--- config.mk ---
export PLATFORM = sky130hd
export DESIGN_NAME = alu_sequencer
export DESIGN_NICKNAME = d
export VERILOG_FILES = /design/src/rtl/alu_sequencer.sv
export SDC_FILE = /design/constraint.sdc
export NUM_CORES = 1
export LEC_CHECK = 0
export CORE_MARGIN = 5
export CORE_UTILIZATION = 40
export DETAILED_ROUTE_END_ITERATION = 16
export SYNTH_ARGS = -nofsm -noshare
export SYNTH_HDL_FRONTEND = slang
export SYNTH_SLANG_ARGS = --single-unit
--- constraint.sdc ---
create_clock -name clk -period 4.15 [get_ports clk]
set_input_delay 1.245 -clock clk [delete_from_list [all_inputs] [get_ports clk]]
set_output_delay 1.245 -clock clk [all_outputs]
set_load 0.005 [all_outputs]
--- src/rtl/alu_sequencer.sv ---
// alu_sequencer: accepts one register-to-register instruction, drives the external
// registered ALU for one cycle, then writes its result and flags back (IDLE/ISSUE/WB).
`default_nettype none

module alu_sequencer #(
  parameter int W    = 16,
  parameter int NREG = 8
) (
  input  logic                    clk,
  input  logic                    rst_n,
  input  logic                    instr_valid,
  output logic                    instr_ready,
  input  logic [1:0]              instr_op,
  input  logic [$clog2(NREG)-1:0] instr_rd,
  input  logic [$clog2(NREG)-1:0] instr_rs,
  input  logic [$clog2(NREG)-1:0] instr_rt,
  input  logic                    ld_valid,
  input  logic [$clog2(NREG)-1:0] ld_addr,
  input  logic [W-1:0]            ld_data,
  output logic [W-1:0]            alu_X,
  output logic [W-1:0]            alu_Y,
  output logic [1:0]              alu_funSel,
  input  logic [W-1:0]            alu_Z,
  input  logic [3:0]              alu_flags,
  output logic                    done,
  output logic [3:0]              status_flags,
  input  logic [$clog2(NREG)-1:0] dbg_rsel,
  output logic [W-1:0]            dbg_rdata
);

  localparam int AW = $clog2(NREG);

  typedef enum logic [1:0] {
    IDLE  = 2'd0,
    ISSUE = 2'd1,
    WB    = 2'd2
  } state_t;

  state_t          state;
  logic [1:0]      op_q;
  logic [AW-1:0]   rd_q;
  logic [AW-1:0]   rs_q;
  logic [AW-1:0]   rt_q;
  logic [W-1:0]    regs [NREG];

  // Operands are read during ISSUE itself so a write-back on the accepting edge is already visible.
  assign alu_X      = (state == ISSUE) ? regs[rs_q] : '0;
  assign alu_Y      = (state == ISSUE) ? regs[rt_q] : '0;
  assign alu_funSel = (state == ISSUE) ? op_q       : 2'b00;
  assign dbg_rdata  = regs[dbg_rsel];

  always_ff @(posedge clk or negedge rst_n) begin
    if (!rst_n) begin
      state        <= IDLE;
      instr_ready  <= 1'b1;
      done         <= 1'b0;
      status_flags <= 4'b0000;
      op_q         <= 2'b00;
      rd_q         <= '0;
      rs_q         <= '0;
      rt_q         <= '0;
      for (int i = 0; i < NREG; i++) begin
        regs[i] <= '0;
      end
    end else begin
      // The write-back below is assigned later, so it overrides a colliding load.
      if (ld_valid) begin
        regs[ld_addr] <= ld_data;
      end
      case (state)
        IDLE: begin
          if (instr_valid) begin
            op_q        <= instr_op;
            rd_q        <= instr_rd;
            rs_q        <= instr_rs;
            rt_q        <= instr_rt;
            state       <= ISSUE;
            instr_ready <= 1'b0;
          end
        end
        ISSUE: begin
          state       <= WB;
          done        <= 1'b1;
          instr_ready <= 1'b1;
        end
        WB: begin
          regs[rd_q]   <= alu_Z;
          status_flags <= alu_flags;
          done         <= 1'b0;
          if (instr_valid) begin
            op_q        <= instr_op;
            rd_q        <= instr_rd;
            rs_q        <= instr_rs;
            rt_q        <= instr_rt;
            state       <= ISSUE;
            instr_ready <= 1'b0;
          end else begin
            state       <= IDLE;
            instr_ready <= 1'b1;
          end
        end
        default: begin
          state       <= IDLE;
          done        <= 1'b0;
          instr_ready <= 1'b1;
        end
      endcase
    end
  end

endmodule

`default_nettype wire

==> out/metrics.yaml, run 1 <==
detailed_routing:
  vias_per_cell: 6.12
  vias: 6803
  drc_errors: 0
  first_pass_iters: 5
  ant_nets: 0
  maxUsedRoutingLayer: "met5"
  routed-wl-met2_um: 16100
  wl_met1_um: 12900
  post_drt_wl_per_cell_um: 28.2
  route.met3.wl_um: 1740
  routed_wl_um: 31300
  drtIter0Drc: 456
logic_synthesis:
  synth_top_area_share: 0.357
  synthTopCellsByArea: "dfrtp_1 (36%), mux2_2 (24%), mux4_2 (21%)"
  yosysWarnings: 0
  synth-seq-cells: 147
  syn_nets: 711
  netlist_area_um2: 10200
  syn_inst: 654
  synth.distinct_cells: 26
  avgSynthCellArea_um2: 15.7
  yosys.area.top_type: "dfrtp_1"
  ys_seq_area_frac: 0.359
grt:
  grt_start_max_net_pins: 75
  grt_pass1_wl_um: 46600
  grt_use_total: 0.216
  overflow: 0
  first_global_vias: 7429
  antenna_found_initial: 1
clocking:
  clkTransAtPathRegs_ns: 0.06
  clk_latency_ns: 0.42
  root_buffer: "clkbuf_16"
  htreeDepth: 4
  tritoncts: "built"
  cts_sinks: 147
  max-clock-path-buffers: 2
  numCtsBuffers: 17
  cts_hold_buffers: 0
worst_setup_path:
  critical_path_class: "input port to output pin"
  critPathTopFamily: "buffers and inverters"
  critical_path_required_ns: 2.90
  crit_path_end_kind: "output pin"
  crit_arrival_ns: 2.85
  path_buf_inv: 4
  critical_path.slowest_cell: "clkdlybuf4s50_1"
  worst_setup_path_start_kind: "input port"
  crit_chain: "dlygate4sd2_1, buf_4, buf_12, mux4_2, mux2_2, clkdlybuf4s50_1"
  path_max_fanout: 13
  slowest_delay_ns: 0.45
power:
  leakagePower_nw: 5.00
  power_mw: 6.32
  power.density_nw_per_um2: 506
  ir_worst_vdd_uv: 236
sta:
  clock_skew_ns: 0.00736
  fin_crit_sh: 0.986
  fmax_mhz: 244
  max_slew_margin: 0.218
  setup_viol: 0
  worst_slew_pin_slew_ns: 1.17
  post-route-min-period_ns: 4.09
  slew_violations: 0
  rsz0062_at_grt: "no"
  whs_ns: 0.504
  hold_viol: 0
finish:
  layout-drive-gt1-share: 0.582
  area_delta_synth_final_pct: 22.0
  nFillCells: 2113
  nNetsFinal: 826
  num_antenna_cells: 0
worst_hold_path:
  hp-class: "flop to flop"
floorplan:
  rows: 58
  die_area_um2: 28900
  initial_core_util: 0.407
  ios: 113
  die_x_um: 170
  coreArea_um2: 25200
  die_y_um: 170
run:
  maxCapViolations: 0
placed_design:
  dpl.hpwl_um: 19100
  gp_congestion: 0.809
  portBuffers: 112
outcome:
  outcome: "complete, no violations"
[worst paths after layout]
kind	from	endpoint	slack, ns	depth (start not counted)
worst max-delay path	dbg_rsel[1]	dbg_rdata[2]	0.06	6
worst min-delay path	state[1]$_DFFE_PN0P_	done$_DFFE_PN0P_	0.50	1
worst max register to register	state[0]$_DFFE_PN0P_	regs[117]$_DFF_PN0_	1.92	3
worst min register to register	state[1]$_DFFE_PN0P_	done$_DFFE_PN0P_	0.50	1
max in group asynchronous	rst_n	instr_ready$_DFFE_PN1P_	2.42	2
min in group asynchronous	rst_n	regs[39]$_DFF_PN0_	0.86	1
[power breakdown]
group / internal, mW / switching [mW]
clock: 0.896 / 0.618
sequential: 1.88 / 0.493
combinational: 1.72 / 0.712
total: 4.49 / 1.82
[flip-flops by register name, summed over array words and instances (netlist names)]
register,cells
rs_q,3
instr_ready,1
rd_q,3
done,1
regs,128
rt_q,3
op_q,2
status_flags,4
state,2
[layout by cell type, fill, tap and decap left out, drive strengths merged]
cell             n
dfrtp          146
mux2           287
and3b            1
nor3b            1
nand2            6
nor2b            4
nand4            1
clkdlybuf4s50  103
clkbuf          24
nand2b           1
mux4            96
inv              1
nand4b           3
a22o            32
dfstp            1
dlygate4sd2      6
bufinv           2
and4bb           3
dlymetal6s2s     1
o21bai           1
buf             40
nand3            2
nor2             6
clkinvlp         2
and2             4
nor4b            1
clkinv           7
[cell families after synthesis]
| family | count (synthesis) | synth area share |
|---|---|---|
| AO/OA/AOI/OAI | 33 | 0.0281 |
| buffers and inverters | 58 | 0.0358 |
| flip-flops | 147 | 0.359 |
| multiplexers | 383 | 0.549 |
| AND/OR/NAND/NOR | 33 | 0.0281 |
[per-layer routing]
metal  GRT usage  up-vias
li1            -     2852
met1       0.277     3635
met2       0.373      261
met3      0.0446       53
met4      0.0601        2
met5           0        -
[cell type report]
| cell class | instances | area [µm²] | share of cell area |
|---|---|---|---|
| clock buffers | 21 | 450 | 0.0361 |
| clock inverters | 11 | 114 | 0.00912 |
| inverters | 1 | 3.75 | 0.000301 |
| multi-input cells | 449 | 6190 | 0.496 |
| flip-flops and latches | 147 | 3680 | 0.295 |
| well taps | 330 | 413 | 0.0331 |
| repair buffers | 153 | 1630 | 0.131 |
[synth_stat cells, drive strengths merged]
| cell type | number |
|---|---|
| a22o | 32 |
| and2 | 4 |
| and3b | 1 |
| and4bb | 3 |
| buf | 38 |
| clkbuf | 19 |
| dfrtp | 146 |
| dfstp | 1 |
| inv | 1 |
| mux2 | 287 |
| mux4 | 96 |
| nand2 | 6 |
| nand2b | 1 |
| nand3 | 2 |
| nand4 | 1 |
| nand4b | 3 |
| nor2 | 6 |
| nor2b | 4 |
| nor3b | 1 |
| nor4b | 1 |
| o21bai | 1 |
[through the flow]
stage	setup slack [ns]	area, µm²	util	std cells	setup TNS [ns]
CTS	0.00714	12400	0.491	1103	0
finish	0.0576	12500	0.496	1112	0
global placement	-0.190	11800	0.468	1069	-2.72
global route	0.0159	12500	0.496	1112	0
detailed placement	-0.198	11800	0.468	1069	-2.74
floorplan	0.350	10200	-	654	0
[timing repair]
item	in CTS	in global routing
gates cloned	0	3
endpoints found under the setup margin	16	6
gates resized for setup	7	4
buffers inserted	2	6
No activity file was read; power rests on OpenSTA's default activity.
==> inputs of run 2 (changes only) <==
CAP_MARGIN = 20   (was unset)
CORE_MARGIN = 2   (was 5)
==> run 2 against run 1 <==
  * Via count rose by 0.28%
  * Core utilization up 0.19 points
  * Largest cell class unchanged
  * Routed wire length rose by 0.51%
  * Final cell count unchanged
  * Critical path type unchanged
==> out/metrics.yaml, run 2 (same netlist as run 1, synthesis figures left out) <==
outcome:
  outcome: "complete, no violations"
finish:
  layout_common_cells: "mux2_2 (216), dfrtp_1 (144), clkdlybuf4s50_1 (108)"
  reg.largest.list: "regs x128, status_flags x4"
  seq_area_um2: 3680  # unchanged
  area_delta_synth_final_pct: 22.4
  multi_input_area_um2: 6190  # unchanged
  final_common_cell: "mux2_2"
  layout-drive-gt1-share: 0.586  # +0.00384
  largest_reg_flops: 128  # unchanged
  nFillCells: 2095  # -0.85%
  final_util: 0.498  # +0.00189
  num_antenna_cells: 0  # unchanged
  regMostFlops: "regs"
  nNetsFinal: 826  # unchanged
sta:
  fmax_mhz: 242  # -0.80%
  clock_skew_ns: 0.0132  # +0.00586 ns
  whs_ns: 0.507  # +0.00204 ns
  max_slew_margin: 0.377  # +0.158
  worst_slew_pin_slew_ns: 0.933  # -0.237 ns
  fin_crit_sh: 0.994  # +0.00798
  setup_viol: 0  # unchanged
  slew_violations: 0  # unchanged
  hold_viol: 0  # unchanged
  post-route-min-period_ns: 4.13  # +0.0331 ns
  rsz0062_at_grt: "no"
floorplan:
  rows: 58  # unchanged
  initial_core_util: 0.407  # unchanged
  die_area_um2: 26900  # -6.9%
  ios: 113  # unchanged
  die_y_um: 164  # -3.5%
  die_x_um: 164  # -3.5%
  coreArea_um2: 25200  # unchanged
worst_setup_path:
  critical_path_class: "input port to output pin"
  critical_path_required_ns: 2.90  # about the same
  crit_path_end_kind: "output pin"
  crit_chain: "buf_6, clkbuf_16, mux4_2, mux2_2, clkdlybuf4s50_1"
  path_max_fanout: 5  # -8
  worst_setup_path_start_kind: "input port"
  path_buf_inv: 3  # -1
  critPathTopFamily: "buffers and inverters"
  startpoint: "dbg_rsel[0]"
  slowest_delay_ns: 0.49  # +0.04 ns
  crit_arrival_ns: 2.88  # +0.03 ns
  reg2reg_from: "state[0]$_DFFE_PN0P_"
  critical_path.slowest_cell: "mux4_2"
detailed_routing:
  routed_wl_um: 31500  # +0.51%
  vias: 6822  # +0.28%
  drc_errors: 0  # unchanged
  vias_per_cell: 6.13  # +0.28%
  post_drt_wl_per_cell_um: 28.3  # +0.51%
  drtIter0Drc: 450  # -1.3%
  ant_nets: 0  # unchanged
  first_pass_iters: 5  # unchanged
grt:
  grt_start_max_net_pins: 57  # -24%
  first_global_vias: 7218  # -2.8%
  grt_pass1_wl_um: 46100  # -1.1%
  overflow: 0  # unchanged
  grt_use_total: 0.238  # +0.0217
  antenna_found_initial: 0  # -1
power:
  power_mw: 6.50  # +2.9%
  seqPwrFrac: 0.363  # -0.012
  clock_power_share: 0.261  # +0.021
  combPwrFrac: 0.376  # -0.009
  switching_share: 0.296  # +0.00738
  switchingPower_mw: 1.92  # +5.5%
  leakagePower_nw: 5.02  # +0.41%
  internal_power_mw: 4.58  # +1.8%
  power.density_nw_per_um2: 518  # +2.5%
  ir_worst_vdd_uv: 298  # +26%
clocking:
  numCtsBuffers: 17  # unchanged
  max-clock-path-buffers: 2  # unchanged
  root_buffer: "clkbuf_16"
  clkTransAtPathRegs_ns: 0.07  # about the same
  clk_latency_ns: 0.44  # +0.02 ns
  htreeDepth: 4  # unchanged
  cts_hold_buffers: 0  # unchanged
  tritoncts: "built"
  cts_setup_buffers: 0  # -2
  cts_sinks: 147  # unchanged
placed_design:
  dpl.hpwl_um: 19600  # +2.7%
  portBuffers: 112  # unchanged
  gp_congestion: 0.806  # -0.38%
run:
  maxCapViolations: 0  # unchanged
worst_hold_path:
  min_from: "op_q[1]$_DFFE_PN0P_"
  hp-class: "flop to flop"
run 2: cell count changes in the layout (fill, tap and decap cells not counted), moves of 2 or more:
cell / before / now
buf_4: 25 / 29
clkdlybuf4s50_1: 103 / 108
dlygate4sd2_1: 6 / 0
inv_8: 0 / 3
buf_12: 12 / 8
inv_6: 0 / 6
buf_16: 0 / 2
clkinvlp_4: 2 / 0
clkbuf_1: 3 / 0
clkinv_2: 6 / 0
run 2: metrics by stage:
step / worst slack (ns) / area (µm²) / TNS, ns / std cells
2_1_floorplan: 0.350 / 10200 / 0 / 654
3_3_place_gp: -0.197 / 11800 / -2.76 / 1076
3_5_place_dp: -0.216 / 11800 / -3.03 / 1077
4_1_cts: 0.0116 / 12500 / 0 / 1110
5_1_grt: 0.00961 / 12500 / 0 / 1112
6_report: 0.0245 / 12500 / 0 / 1112
run 2: worst register-to-register path, delay by kind of cell, from the launching register on:
family        cells  cell delay (ns)
mux               1             0.53
simple gates      2             0.95
flops             1             0.46
run 2: what timing repair did:
| item | CTS | global route |
|---|---|---|
| gates resized for setup | 3 | 3 |
| endpoints found under the setup margin | 16 | 14 |
| cloned | 1 | 2 |
run 2: path summary, 6_finish.rpt:
path	endpoint	slack (ns)	cells past startpoint
max	dbg_rdata[1]	0.02	5
min	op_q[1]$_DFFE_PN0P_	0.51	1
max reg2reg	regs[78]$_DFF_PN0_	2.09	3
min reg2reg	op_q[1]$_DFFE_PN0P_	0.51	1
max in group asynchronous	rs_q[0]$_DFFE_PN0P_	2.53	2
min in group asynchronous	regs[55]$_DFF_PN0_	0.79	1
run 2: cell type report:
| class | instances | share of cell area |
|---|---|---|
| Inverter | 1 | 0.000299 |
| Tap cell | 330 | 0.0329 |
| Timing Repair Buffer | 153 | 0.128 |
| Sequential cell | 147 | 0.294 |
| Clock inverter | 15 | 0.0168 |
| Multi-Input combinational cell | 449 | 0.494 |
| Clock buffer | 17 | 0.0339 |
run 2: power groups by stage:
stage / Combinational [mW] / Sequential [mW] / Clock [mW]
finish: 2.44 / 2.36 / 1.69
global route: 2.60 / 2.41 / 1.79
CTS: 2.45 / 2.34 / 1.72
detailed placement: 2.44 / 2.37 / 0
global placement: 2.36 / 2.32 / 0
floorplan: 1.82 / 2.16 / 0
run 2: layer usage:
layer,GRT usage,vias to the layer above,share of wire
li1,-,2844,-
met1,0.313,3642,0.42
met2,0.395,295,0.50
met3,0.0533,41,0.065
met4,0.0678,0,0.019
met5,0,-,0
